File: src/rtl/fifo_sync_param_pkg.sv
// Shared types and sizing helpers for the parametrised synchronous FIFO.
package fifo_pkg;

  typedef enum logic {FIFO_STD, FIFO_FWFT} fifo_mode_e;

  // Occupancy must represent 0..depth inclusive, hence one bit beyond the address width.
  function automatic int fifo_cnt_w(input int depth);
    return $clog2(depth) + 1;
  endfunction

endpackage

File: src/rtl/fifo_sync_param_if.sv
// Data, handshake and status bundle for fifo_sync_param; signal names match fifo_if.
interface fifo_sync_param_if
  import fifo_pkg::*;
#(
    parameter int DW    = 32,
    parameter int DEPTH = 16
);
    localparam int CW = fifo_cnt_w(DEPTH);

    logic [DW-1:0] din;
    logic          we;
    logic          re;
    logic [DW-1:0] dout;
    logic          empty;
    logic          full;
    logic          almost_full;
    logic          almost_empty;
    logic [CW-1:0] count;
    logic          overflow;
    logic          underflow;

    modport master (
        output din, we, re,
        input  dout, empty, full, almost_full, almost_empty, count, overflow, underflow
    );

    modport slave (
        input  din, we, re,
        output dout, empty, full, almost_full, almost_empty, count, overflow, underflow
    );
endinterface

File: src/rtl/fifo_sync_param_ram.sv
// DW x DEPTH storage: synchronous write port, asynchronous read port.
module fifo_ram #(
    parameter int DW    = 32,
    parameter int DEPTH = 16,
    localparam int AW   = $clog2(DEPTH)
) (
    input  logic          clk,
    input  logic          we,
    input  logic [AW-1:0] waddr,
    input  logic [DW-1:0] wdata,
    input  logic [AW-1:0] raddr,
    output logic [DW-1:0] rdata
);
    logic [DW-1:0] mem [DEPTH];

    // NOTE: storage has no reset; pointers alone define which entries are valid.
    always_ff @(posedge clk) begin
        if (we) mem[waddr] <= wdata;
    end

    assign rdata = mem[raddr];
endmodule

File: src/rtl/fifo_sync_param.sv
// Parametrised single-clock FIFO with threshold flags, occupancy count,
// overflow/underflow pulses and a choice of registered or fall-through output.
module fifo_sync_param
  import fifo_pkg::*;
#(
    parameter int         DW        = 32,
    parameter int         DEPTH     = 16,
    parameter int         AFULL_TH  = DEPTH - 2,
    parameter int         AEMPTY_TH = 2,
    parameter fifo_mode_e MODE      = FIFO_STD
) (
    input logic              clk,
    input logic              rst,
    fifo_sync_param_if.slave bus
);
    localparam int AW = $clog2(DEPTH);
    localparam int CW = fifo_cnt_w(DEPTH);
    localparam logic [CW-1:0] AFULL_C  = CW'(AFULL_TH);
    localparam logic [CW-1:0] AEMPTY_C = CW'(AEMPTY_TH);

    if (DEPTH < 2 || (DEPTH & (DEPTH - 1)) != 0) begin : g_chk_depth
        $error("fifo_sync_param: DEPTH must be a power of two and at least 2");
    end
    if (AFULL_TH < 1 || AFULL_TH > DEPTH) begin : g_chk_afull
        $error("fifo_sync_param: AFULL_TH must lie in 1..DEPTH");
    end
    if (AEMPTY_TH < 0 || AEMPTY_TH > DEPTH - 1) begin : g_chk_aempty
        $error("fifo_sync_param: AEMPTY_TH must lie in 0..DEPTH-1");
    end

    logic [AW:0]   wr_ptr, rd_ptr;
    logic [CW-1:0] count_w;
    logic          empty_w, full_w;
    logic          wr_ok, rd_ok;
    logic          ovf_q, udf_q;
    logic [DW-1:0] ram_rdata;

    // Extra MSB on each pointer separates "equal and empty" from "equal and full".
    assign empty_w = (wr_ptr == rd_ptr);
    assign full_w  = (wr_ptr[AW] != rd_ptr[AW]) && (wr_ptr[AW-1:0] == rd_ptr[AW-1:0]);
    assign count_w = CW'(wr_ptr - rd_ptr);

    assign wr_ok = bus.we && !full_w;
    assign rd_ok = bus.re && !empty_w;

    // NOTE: sequential state uses non-blocking assignments so every register samples pre-edge values.
    always_ff @(posedge clk or posedge rst) begin
        if (rst) begin
            wr_ptr <= '0;
            rd_ptr <= '0;
            ovf_q  <= 1'b0;
            udf_q  <= 1'b0;
        end else begin
            if (wr_ok) wr_ptr <= wr_ptr + (AW+1)'(1);
            if (rd_ok) rd_ptr <= rd_ptr + (AW+1)'(1);
            ovf_q <= bus.we && full_w;
            udf_q <= bus.re && empty_w;
        end
    end

    fifo_ram #(.DW(DW), .DEPTH(DEPTH)) u_ram (
        .clk   (clk),
        .we    (wr_ok),
        .waddr (wr_ptr[AW-1:0]),
        .wdata (bus.din),
        .raddr (rd_ptr[AW-1:0]),
        .rdata (ram_rdata)
    );

    if (MODE == FIFO_STD) begin : g_std
        logic [DW-1:0] dout_q;

        always_ff @(posedge clk or posedge rst) begin
            if (rst)        dout_q <= '0;
            else if (rd_ok) dout_q <= ram_rdata;
        end

        assign bus.dout = dout_q;
    end else begin : g_fwft
        // Head of queue is visible without a read; meaningless while empty.
        assign bus.dout = ram_rdata;
    end

    assign bus.empty        = empty_w;
    assign bus.full         = full_w;
    assign bus.count        = count_w;
    assign bus.almost_full  = (count_w >= AFULL_C);
    assign bus.almost_empty = (count_w <= AEMPTY_C);
    assign bus.overflow     = ovf_q;
    assign bus.underflow    = udf_q;
endmodule
File: src/flat_wrapper.sv
// flat-port wrapper written by rule: the top's interface ports become plain ports
module fifo_sync_param_flat import fifo_pkg::*;
#(
    parameter int         DW        = 32,
    parameter int         DEPTH     = 16,
    parameter int         AFULL_TH  = DEPTH - 2,
    parameter int         AEMPTY_TH = 2,
    parameter fifo_mode_e MODE      = FIFO_STD
)
  (clk, rst, bus_din, bus_we, bus_re, bus_dout, bus_empty, bus_full, bus_almost_full, bus_almost_empty, bus_count, bus_overflow, bus_underflow);
  fifo_sync_param_if #(.DW(DW), .DEPTH(DEPTH)) bus_i ();
  input logic clk;
  input logic rst;
  input wire logic [$bits(bus_i.din)-1:0] bus_din;
  input wire logic [$bits(bus_i.we)-1:0] bus_we;
  input wire logic [$bits(bus_i.re)-1:0] bus_re;
  output wire logic [$bits(bus_i.dout)-1:0] bus_dout;
  output wire logic [$bits(bus_i.empty)-1:0] bus_empty;
  output wire logic [$bits(bus_i.full)-1:0] bus_full;
  output wire logic [$bits(bus_i.almost_full)-1:0] bus_almost_full;
  output wire logic [$bits(bus_i.almost_empty)-1:0] bus_almost_empty;
  output wire logic [$bits(bus_i.count)-1:0] bus_count;
  output wire logic [$bits(bus_i.overflow)-1:0] bus_overflow;
  output wire logic [$bits(bus_i.underflow)-1:0] bus_underflow;
  assign bus_i.din = bus_din;
  assign bus_i.we = bus_we;
  assign bus_i.re = bus_re;
  assign bus_dout = bus_i.dout;
  assign bus_empty = bus_i.empty;
  assign bus_full = bus_i.full;
  assign bus_almost_full = bus_i.almost_full;
  assign bus_almost_empty = bus_i.almost_empty;
  assign bus_count = bus_i.count;
  assign bus_overflow = bus_i.overflow;
  assign bus_underflow = bus_i.underflow;
  fifo_sync_param #(.DW(DW), .DEPTH(DEPTH), .AFULL_TH(AFULL_TH), .AEMPTY_TH(AEMPTY_TH), .MODE(MODE)) u_core (.clk(clk), .rst(rst), .bus(bus_i));
endmodule
File: config.mk
export PLATFORM = sky130hd
export DESIGN_NAME = fifo_sync_param_flat
export DESIGN_NICKNAME = d
export VERILOG_FILES = /design/src/rtl/fifo_sync_param_pkg.sv /design/src/rtl/fifo_sync_param_if.sv /design/src/rtl/fifo_sync_param_ram.sv /design/src/rtl/fifo_sync_param.sv /design/src/flat_wrapper.sv
export SDC_FILE = /design/constraint.sdc
export NUM_CORES = 1
export LEC_CHECK = 0
export BUFFER_PORTS_ARGS = -buffer_cell sky130_fd_sc_hd__buf_4
export CAP_MARGIN = 20
export CORE_ASPECT_RATIO = 1.1
export CORE_MARGIN = 2
export CORE_UTILIZATION = 57
export DETAILED_ROUTE_END_ITERATION = 8
export PLACE_DENSITY_LB_ADDON = 0.25
export SYNTH_ARGS = -nofsm -noshare
export SYNTH_HDL_FRONTEND = slang
export SYNTH_HIERARCHICAL = 1
export SYNTH_SLANG_ARGS = --single-unit
File: constraint.sdc
create_clock -name clk -period 9.22 [get_ports clk]
set_input_delay 1.844 -clock clk [delete_from_list [all_inputs] [get_ports clk]]
set_output_delay 1.844 -clock clk [all_outputs]
set_load 0.01 [all_outputs]
== Yosys cells after proc, flatten, opt, wreduce, memory -nomap -nowiden ==
Memory sizes are Yosys's and may differ from the RTL's. A register that Yosys moved wholly into a read port is not among the register bits.
Index checks and enable logic that the tools add are counted.
Operators by class
  magnitude comparators: 2
  mux-type cells: 2
  $add $sub $neg: 3
  reduce and logical (&&, ||, !) cells: 7
  equality and inequality tests: 3
Operator list (number)
  5-bit by 1-bit adder with 5-bit output (second input constant): 2
  5-bit equality test: 1
  5-bit by 4-bit greater-or-equal comparator with 1-bit output (second input constant): 1
  5-bit by 2-bit <= comparator with 1-bit output (second input constant): 1
  1-bit logical AND: 5
  5-bit subtractor: 1
  4-bit equality test: 1
  1-bit logical NOT: 2
  1-bit two-way mux: 2
  1-bit inequality test: 1
Storage, ports and cells
  flip-flop bits (word level): 12
  memory bits (writable): 512
  memories kept: 1
  output and inout port bits: 43
Memory list
  u_core.u_ram.mem: depth 16, bits a word 32, rd ports 1, clocked after Yosys merged registers in 1, write ports 1, RTL line fifo_sync_param_ram.sv:14  | logic [DW-1:0] mem [DEPTH];

== Depth between registers and ports, before layout ==
Gate-level depths: netlist (run 1).
  depth after elaboration: 6
  depth in mapped cells: 7
  depth with buffers taken out: 7

== By module ==
The synthesis (run 1) kept the hierarchy.
By module, submodules not included
  fifo_ram: area each 19213.4 µm², sequential area each 15374.7 µm², times used 1, cells each 806
  fifo_sync_param: area each 2075.7 µm², sequential area each 1101.1 µm², times used 1, cells each 138

== Worst setup path before layout (run 1) ==
OpenSTA, ideal clock, no wires.
  path type: input -> register
  start: input bus_we
  end: memory u_core.u_ram.mem[0][0] (enable)
  stages on the path: 4
  setup time: 461 ps
  path slack: 3944 ps
  arrival: 4815 ps
  cells stage by stage: o21ai_0 > inv_1 > or3b_2 > nor3_1
On the way
  longest elaborated chain between the ends: 3
Ends and longest elaborated chain
  start: declaration: RTL line flat_wrapper.sv:15  | input wire logic [$bits(bus_i.we)-1:0] bus_we;
  1-bit logical AND: RTL line fifo_sync_param.sv:43  | assign wr_ok = bus.we && !full_w;
  named net u_core.wr_ok: RTL line fifo_sync_param.sv:34  | logic wr_ok, rd_ok;
  1-bit two-way mux: RTL line fifo_sync_param_ram.sv:18  | if (we) mem[waddr] <= wdata;
  1-bit two-way mux (implied by the code): RTL line fifo_sync_param_ram.sv:18
  end: declaration: RTL line fifo_sync_param_ram.sv:14
The timed path passes the listed nets, and every way through them passes these cells.

== Final worst setup path (run 1) ==
  start: register u_core.rd_ptr[1]
  end: output bus_almost_empty
On the way
  longest elaborated chain between the ends: 2
Ends and longest elaborated chain
  start: declaration: RTL line fifo_sync_param.sv:31  | logic [AW:0] wr_ptr, rd_ptr;
  start signal: assignment: RTL line fifo_sync_param.sv:55  | if (rd_ok) rd_ptr <= rd_ptr + (AW+1)'(1);
  5-bit subtractor: RTL line fifo_sync_param.sv:41  | assign count_w = CW'(wr_ptr - rd_ptr);
  5-bit by 2-bit <= comparator with 1-bit output: RTL line fifo_sync_param.sv:88  | assign bus.almost_empty = (count_w <= AEMPTY_C);
  end: declaration: RTL line flat_wrapper.sv:21  | output wire logic [$bits(bus_i.almost_empty)-1:0] bus_almost_empty;
No other way between the ends.

==> results.toml, run 1 <==
[floorplanning]
fp.dieW_um = 188
die-area_um2 = 38900
ios = 79
placeableCoreArea_um2 = 36900
rows = 74
die_y_um = 207
initial_core_util = 0.576

[logic_synthesis]
yosys_warnings = 6
yosysSeqAreaShare = 0.774
synth_area_leader_cell = "edfxtp_1"
synth_flop_cell = "edfxtp_1"
netlist_top_cells_area = "edfxtp_1 72%, mux4_2 14%, dfrtp_1 5.2%"
synth_edf_count = 512
netlist_area_um2 = 21300
yosys_register_bits = 556
post-synth-top-area-fraction = 0.722
synth_nets = 987
async_flop_share = 0.0791
syn_avg_cell_area_um2 = 22.6
yosysUniqueCellTypes = 37
synthCells = 944

[placement]
place_congestion = 0.746
dp_hpwl_mm = 23.2
place_ws_ns = 4.86
dp.cells = 1490
port_buffers = 78

[pwr]
peakVddDrop_v = 0.000286
switching_share = 0.292
cellLeakagePower_nw = 8.04
p_comb_frac = 0.294
power.density_nw_per_um2 = 316
internal_power_mw = 5.44
power.switching_mw = 2.24
pwr-share-clk = 0.272
pwr-share-seq = 0.434

[detailed_routing]
drt_iter0_drc = 809
routed_wirelength_mm = 41.4
first_pass_iters = 6
ant_nets = 0
drc_errors = 0
viasPerCell = 6.17
wl_per_cell_um = 26.1
num_vias = 9795

[worst_setup_path]
crit_type = "reg -> out"
cp_cell_sequence = "inv_1 > ha_1 > nand3b_1 > a21boi_0 > o221a_2 > buf_4"
start_kind = "register"
crit_buf_inv = 2
critPathRequiredTime_ns = 7.38
cp-end-kind = "primary output"
slowest_delay_ns = 1.07
cp_max_fo = 65
cp_top_family = "flip-flops"
critPathArrivalTime_ns = 3.06
cp_slowest_cell = "dfrtp_4"

[cells_and_area]
layout.nets = 1095
layout_common_cells = "512 x edfxtp_1, 128 x mux4_2, 94 x buf_4"
final_layout_size_suffix_gt1_frac = 0.325
antenna_cells = 0
final_common_cell = "edfxtp_1"
nFillCells = 2337
syn_to_final_growth_pct = 14.0
final_cells = 1588

[timing]
grt_setup_unrepaired = "false"
worst_slack_ns = 4.32
fmax_mhz = 204
finalSetupViolCount = 0
max-slew-margin-rel = 0.222
worstMarginPinSlew_ns = 1.16
period_needed_ns = 4.90
finClkSkew_ns = 0.0164
slew_violations = 0
setup_tns_ns = 0
hold_viol = 0
fin_crit_sh = 0.532

[clock_network]
cts_max_path_buffers = 3
path_clk_slew_ns = 0.06
cts_tree = "done"
clock-root-buffer = "clkbuf_16"
cts_repair_resize_count = 0
insertion_delay_ns = 0.56
htreeDepth = 2
post_cts.repair.setup_buffers = 0
cts_hold_buf = 0
cts_made_buffers = 53
cts.sinks = 556

[hold_path]
min_path_type = "reg -> reg"

[status]
run_status = "finished clean"

[global_route]
grt_pass1_wl_mm = 62.7
grt_use_total = 0.219
gr-total-overflow = 0
antenna_found_initial = 0
grt_pass1_vias = 10100
grt_max_degree = 108

[run]
maxCapViolCount = 0
-- Yosys cell counts, drive strengths merged, types with 2 or more instances --
cell type and n:
nand3 2, nand2 34, nand3b 3, and3 4, xnor2 9, a21oi 4
a22oi 64, mux2 34, edfxtp 512, o21ai 2, clkbuf 17, buf 29
ha 6, dfrtp 44, and2 4, nand2b 2, nor2 17, mux4 128
nor3 4, o211ai 5, xor2 2, inv 8, nor2b 2
-- final cells by class --
type / count / area, um2 / area share
Multi-Input combinational cell: 334 / 4660 / 0.192
Sequential cell: 556 / 16500 / 0.679
Clock inverter: 22 / 235 / 0.00969
Timing Repair Buffer: 99 / 813 / 0.0335
Clock buffer: 75 / 1430 / 0.0589
Tap cell: 494 / 618 / 0.0255
Inverter: 8 / 30.0 / 0.00124
-- cell families after synthesis --
logic type	Yosys count	share of synthesized area
flip-flops	556	0.774
multiplexers	162	0.159
AO/OA/AOI/OAI	79	0.0280
AND/OR/NAND/NOR	75	0.0168
buffers and inverters	54	0.0135
XOR/XNOR	11	0.00488
adder cells (fa/ha/maj)	7	0.00447
-- state kept, by name, indices dropped and copies added (netlist names) --
signal and cells:
u_core/u_ram/mem 512, u_core/bus.underflow 1, u_core/bus.dout 32, u_core/rd_ptr 5, u_core/wr_ptr 5, u_core/bus.overflow 1
-- final timing paths --
path / from / end / slack [ns] / depth (start not counted)
max reg2reg: u_core/rd_ptr[1] / u_core/u_ram/mem[2][14] / 5.16 / 7
max in group asynchronous: rst / u_core/rd_ptr[0] / 7.21 / 3
min reg2reg: u_core/bus.dout[7] / u_core/bus.dout[7] / 0.51 / 1
min: u_core/bus.dout[7] / u_core/bus.dout[7] / 0.51 / 1
max: u_core/rd_ptr[1] / bus_almost_empty / 4.32 / 6
min in group asynchronous: rst / u_core/bus.dout[27] / 1.48 / 3
-- metrics by stage --
step | hold slack (ns) | total power, mW | utilization | instance area (um2)
floorplan | 0.523 | 4.93 | - | 21300
global placement | 0.491 | 5.62 | 0.610 | 22500
detailed placement | 0.499 | 5.67 | 0.611 | 22600
CTS | 0.515 | 7.76 | 0.656 | 24200
global route | 0.528 | 8.02 | 0.657 | 24300
finish | 0.512 | 7.68 | 0.657 | 24300
-- power groups by stage --
stage | combinational [mW] | sequential [mW] | clock (mW)
6_report | 2.26 | 3.33 | 2.09
5_1_grt | 2.43 | 3.37 | 2.22
4_1_cts | 2.29 | 3.34 | 2.13
3_5_place_dp | 2.28 | 3.39 | 0
3_3_place_gp | 2.25 | 3.37 | 0
2_1_floorplan | 1.64 | 3.29 | 0
-- per-layer routing --
metal | vias to the layer above | share of wire | global-route usage
met5 | - | 0 | 0
met4 | 0 | 0.024 | 0.0596
met3 | 66 | 0.055 | 0.0306
met2 | 303 | 0.50 | 0.367
met1 | 5252 | 0.42 | 0.309
li1 | 4174 | - | -
No activity file was read; power rests on OpenSTA's default activity.
==> inputs of run 2 (changes only) <==
--- a/config.mk
+++ b/config.mk
@@ -5,6 +5,7 @@
 export SDC_FILE = /design/constraint.sdc
 export NUM_CORES = 1
 export LEC_CHECK = 0
+export ABC_AREA = 1
 export BUFFER_PORTS_ARGS = -buffer_cell sky130_fd_sc_hd__buf_4
 export CAP_MARGIN = 20
 export CORE_ASPECT_RATIO = 1.1
==> constraint.sdc (replaced) <==
create_clock -name clk -period 5.1 [get_ports clk]
set_input_delay 1.02 -clock clk [delete_from_list [all_inputs] [get_ports clk]]
set_output_delay 1.02 -clock clk [all_outputs]
set_load 0.01 [all_outputs]
==> results.toml, run 2 <==
[logic_synthesis]
netlist_top_cells_area = "edfxtp_1 63%, nand2_1 12%, nand3_1 8.8%"
yosys_warnings = 6
yosys_register_bits = 556
post-synth-top-area-fraction = 0.633
yosysUniqueCellTypes = 24
yosysMostFrequentCell = "nand2_1"
synth_flop_cell = "edfxtp_1"
synth_edf_count = 512
synth_nets = 2387
yosysSeqAreaShare = 0.679
synthCells = 2344
synth_common_cells = "777 x nand2_1, 512 x edfxtp_1, 428 x nand3_1, 408 x inv_1, 45 x buf_2"
async_flop_share = 0.0791
netlist_area_um2 = 24300
syn_avg_cell_area_um2 = 10.4
synth_area_leader_cell = "edfxtp_1"

[placement]
port_buffers = 78
place_congestion = 0.818
place_area_um2 = 25200
dp_hpwl_mm = 32.2

[timing]
grt_setup_unrepaired = "false"
fin_crit_sh = 0.769
finClkSkew_ns = 0.0204
hold_viol = 0
period_needed_ns = 3.92
finalSetupViolCount = 0
fmax_mhz = 255
worstMarginPinSlew_ns = 1.12
max-slew-margin-rel = 0.251
slew_violations = 0
setup_tns_ns = 0
fin_hold_ws_ns = 0.474

[clock_network]
cts_made_buffers = 54
insertion_delay_ns = 0.61
cts.sinks = 556
path_clk_slew_ns = 0.06
post_cts.repair.setup_buffers = 0
cts_repair_resize_count = 0
clock-root-buffer = "clkbuf_16"
cts_tree = "done"
htreeDepth = 2
cts_max_path_buffers = 3
cts_hold_buf = 0

[worst_setup_path]
rr_startpoint = "u_core/rd_ptr[0]"
critPathArrivalTime_ns = 2.90
crit_type = "reg -> out"
reg2reg_to = "u_core/u_ram/mem[10][21]"
start_kind = "register"
r2r_cells = 9
cp-end-kind = "primary output"
critPathRequiredTime_ns = 4.08
cp_max_fo = 61
reg2reg_slack_ns = 1.32

[global_route]
antenna_found_initial = 0
grt_use_total = 0.261
gr-total-overflow = 0
grt_pass1_wl_mm = 88.1
grt_max_degree = 108
grt_pass1_vias = 15900

[cells_and_area]
final_common_cell = "nand2_1"
antenna_cells = 0
final_layout_size_suffix_gt1_frac = 0.0906
largest_reg_flops = 512
layout_common_cells = "777 x nand2_1, 512 x edfxtp_1, 428 x nand3_1"
syn_to_final_growth_pct = 11.0
regMostFlops = "u_core/u_ram/mem"
nFillCells = 3322
design_area_um2 = 26900
layout.nets = 2438

[detailed_routing]
drt_iter0_drc = 1640
first_pass_iters = 6
viasPerCell = 5.46
num_vias = 16400
wl_met2_mm = 28.1
wl_met1_mm = 22.9
routed.top_layer = "met4"
wl_per_cell_um = 19.1
routed_wirelength_mm = 57.3
drc_errors = 0
ant_nets = 0
met3_wirelength_mm = 4.14

[pwr]
power.switching_mw = 5.43
switching_share = 0.369
p_comb_frac = 0.343
peakVddDrop_v = 0.000342
p_total_mw = 14.7
cellLeakagePower_nw = 11.8
pwr-share-seq = 0.395
internal_power_mw = 9.28
power.density_nw_per_um2 = 546
pwr-share-clk = 0.262

[hold_path]
min_path_type = "reg -> reg"
hold-path-endpoint = "u_core/bus.dout[2]"
whs_path_depth = 2
hold_path_startpoint = "u_core/bus.dout[2]"

[run]
maxCapViolCount = 0

[floorplanning]
ios = 79
placeableCoreArea_um2 = 42200
rows = 79
initial_core_util = 0.575
die-area_um2 = 44300
fp.dieW_um = 201
die_y_um = 220

[status]
run_status = "finished clean"
-- run 2: changes by cell type in the layout (fill, tap and decap cells not counted), moves of 8 or more --
cell     delta
buf_4      +13
nand3_1   +426
nand2_1   +743
xnor2_1     -8
mux4_2    -128
a22oi_1    -64
inv_1     +399
mux2_4     -29
nand3_2    +10
-- run 2: power by group through the flow --
stage | combinational [mW] | clock, mW | sequential, mW
after detailed placement | 4.97 | 0 | 5.90
after global routing | 5.58 | 4.09 | 5.85
after floorplan | 3.58 | 0 | 5.85
after global placement | 4.88 | 0 | 5.88
after CTS | 5.00 | 3.91 | 5.80
final | 5.05 | 3.86 | 5.80
-- run 2: area by class of cell --
| type | count | area [um2] | share of cell area |
|---|---|---|---|
| inverter | 410 | 1550 | 0.0575 |
| tap | 567 | 709 | 0.0263 |
| clock buffer | 72 | 1450 | 0.0538 |
| timing repair buffer | 111 | 906 | 0.0336 |
| multi-input combinational | 1262 | 5590 | 0.208 |
| clock inverter | 28 | 248 | 0.00920 |
| sequential | 556 | 16500 | 0.612 |
-- run 2: worst max-delay path, stage by stage (launching register included) --
cell,delay (ns)
dfrtp_4,0.94
ha_1,0.27
inv_1,0.06
fa_1,0.46
inv_1,0.09
nor2_1,0.04
a21oi_1,0.12
nand3_1,0.09
nor2_1,0.09
buf_4,0.12
-- run 2: metrics by stage --
step / util / instances / setup slack [ns]
2_1_floorplan: - / 2344 / 1.85
3_3_place_gp: 0.596 / 2903 / 1.47
3_5_place_dp: 0.596 / 2903 / 1.35
4_1_cts: 0.636 / 3003 / 1.14
5_1_grt: 0.638 / 3006 / 0.976
6_report: 0.638 / 3006 / 1.18
-- run 2: logic make-up (layout without fill, tap and decap cells) --
family | after synthesis | in the layout | share of synthesized area
xor+xnor | 8 | 8 | 0.00289
flops | 556 | 556 | 0.679
fa+ha+maj | 7 | 7 | 0.00392
simple gates | 1244 | 1244 | 0.218
compound gates | 3 | 3 | 0.000618
buf+inv | 526 | 621 | 0.0960
-- run 2: worst max path at each step --
| stage | cells after the start | start | to |
|---|---|---|---|
| after floorplan | 9 | u_core/rd_ptr[2] | u_core/u_ram/mem[12][0] |
| after global placement | 9 | u_core/rd_ptr[0] | u_core/u_ram/mem[15][1] |
| after detailed placement | 9 | u_core/rd_ptr[0] | u_core/u_ram/mem[10][20] |
| after CTS | 9 | u_core/rd_ptr[0] | bus_almost_empty |
| after global routing | 9 | u_core/rd_ptr[0] | bus_almost_empty |
| final | 9 | u_core/rd_ptr[0] | bus_almost_empty |
-- run 2: layer usage --
metal	track usage	vias up
met2	0.451	703
met3	0.0339	147
met4	0.109	0
li1	-	7651
met1	0.337	7906
met5	0	-
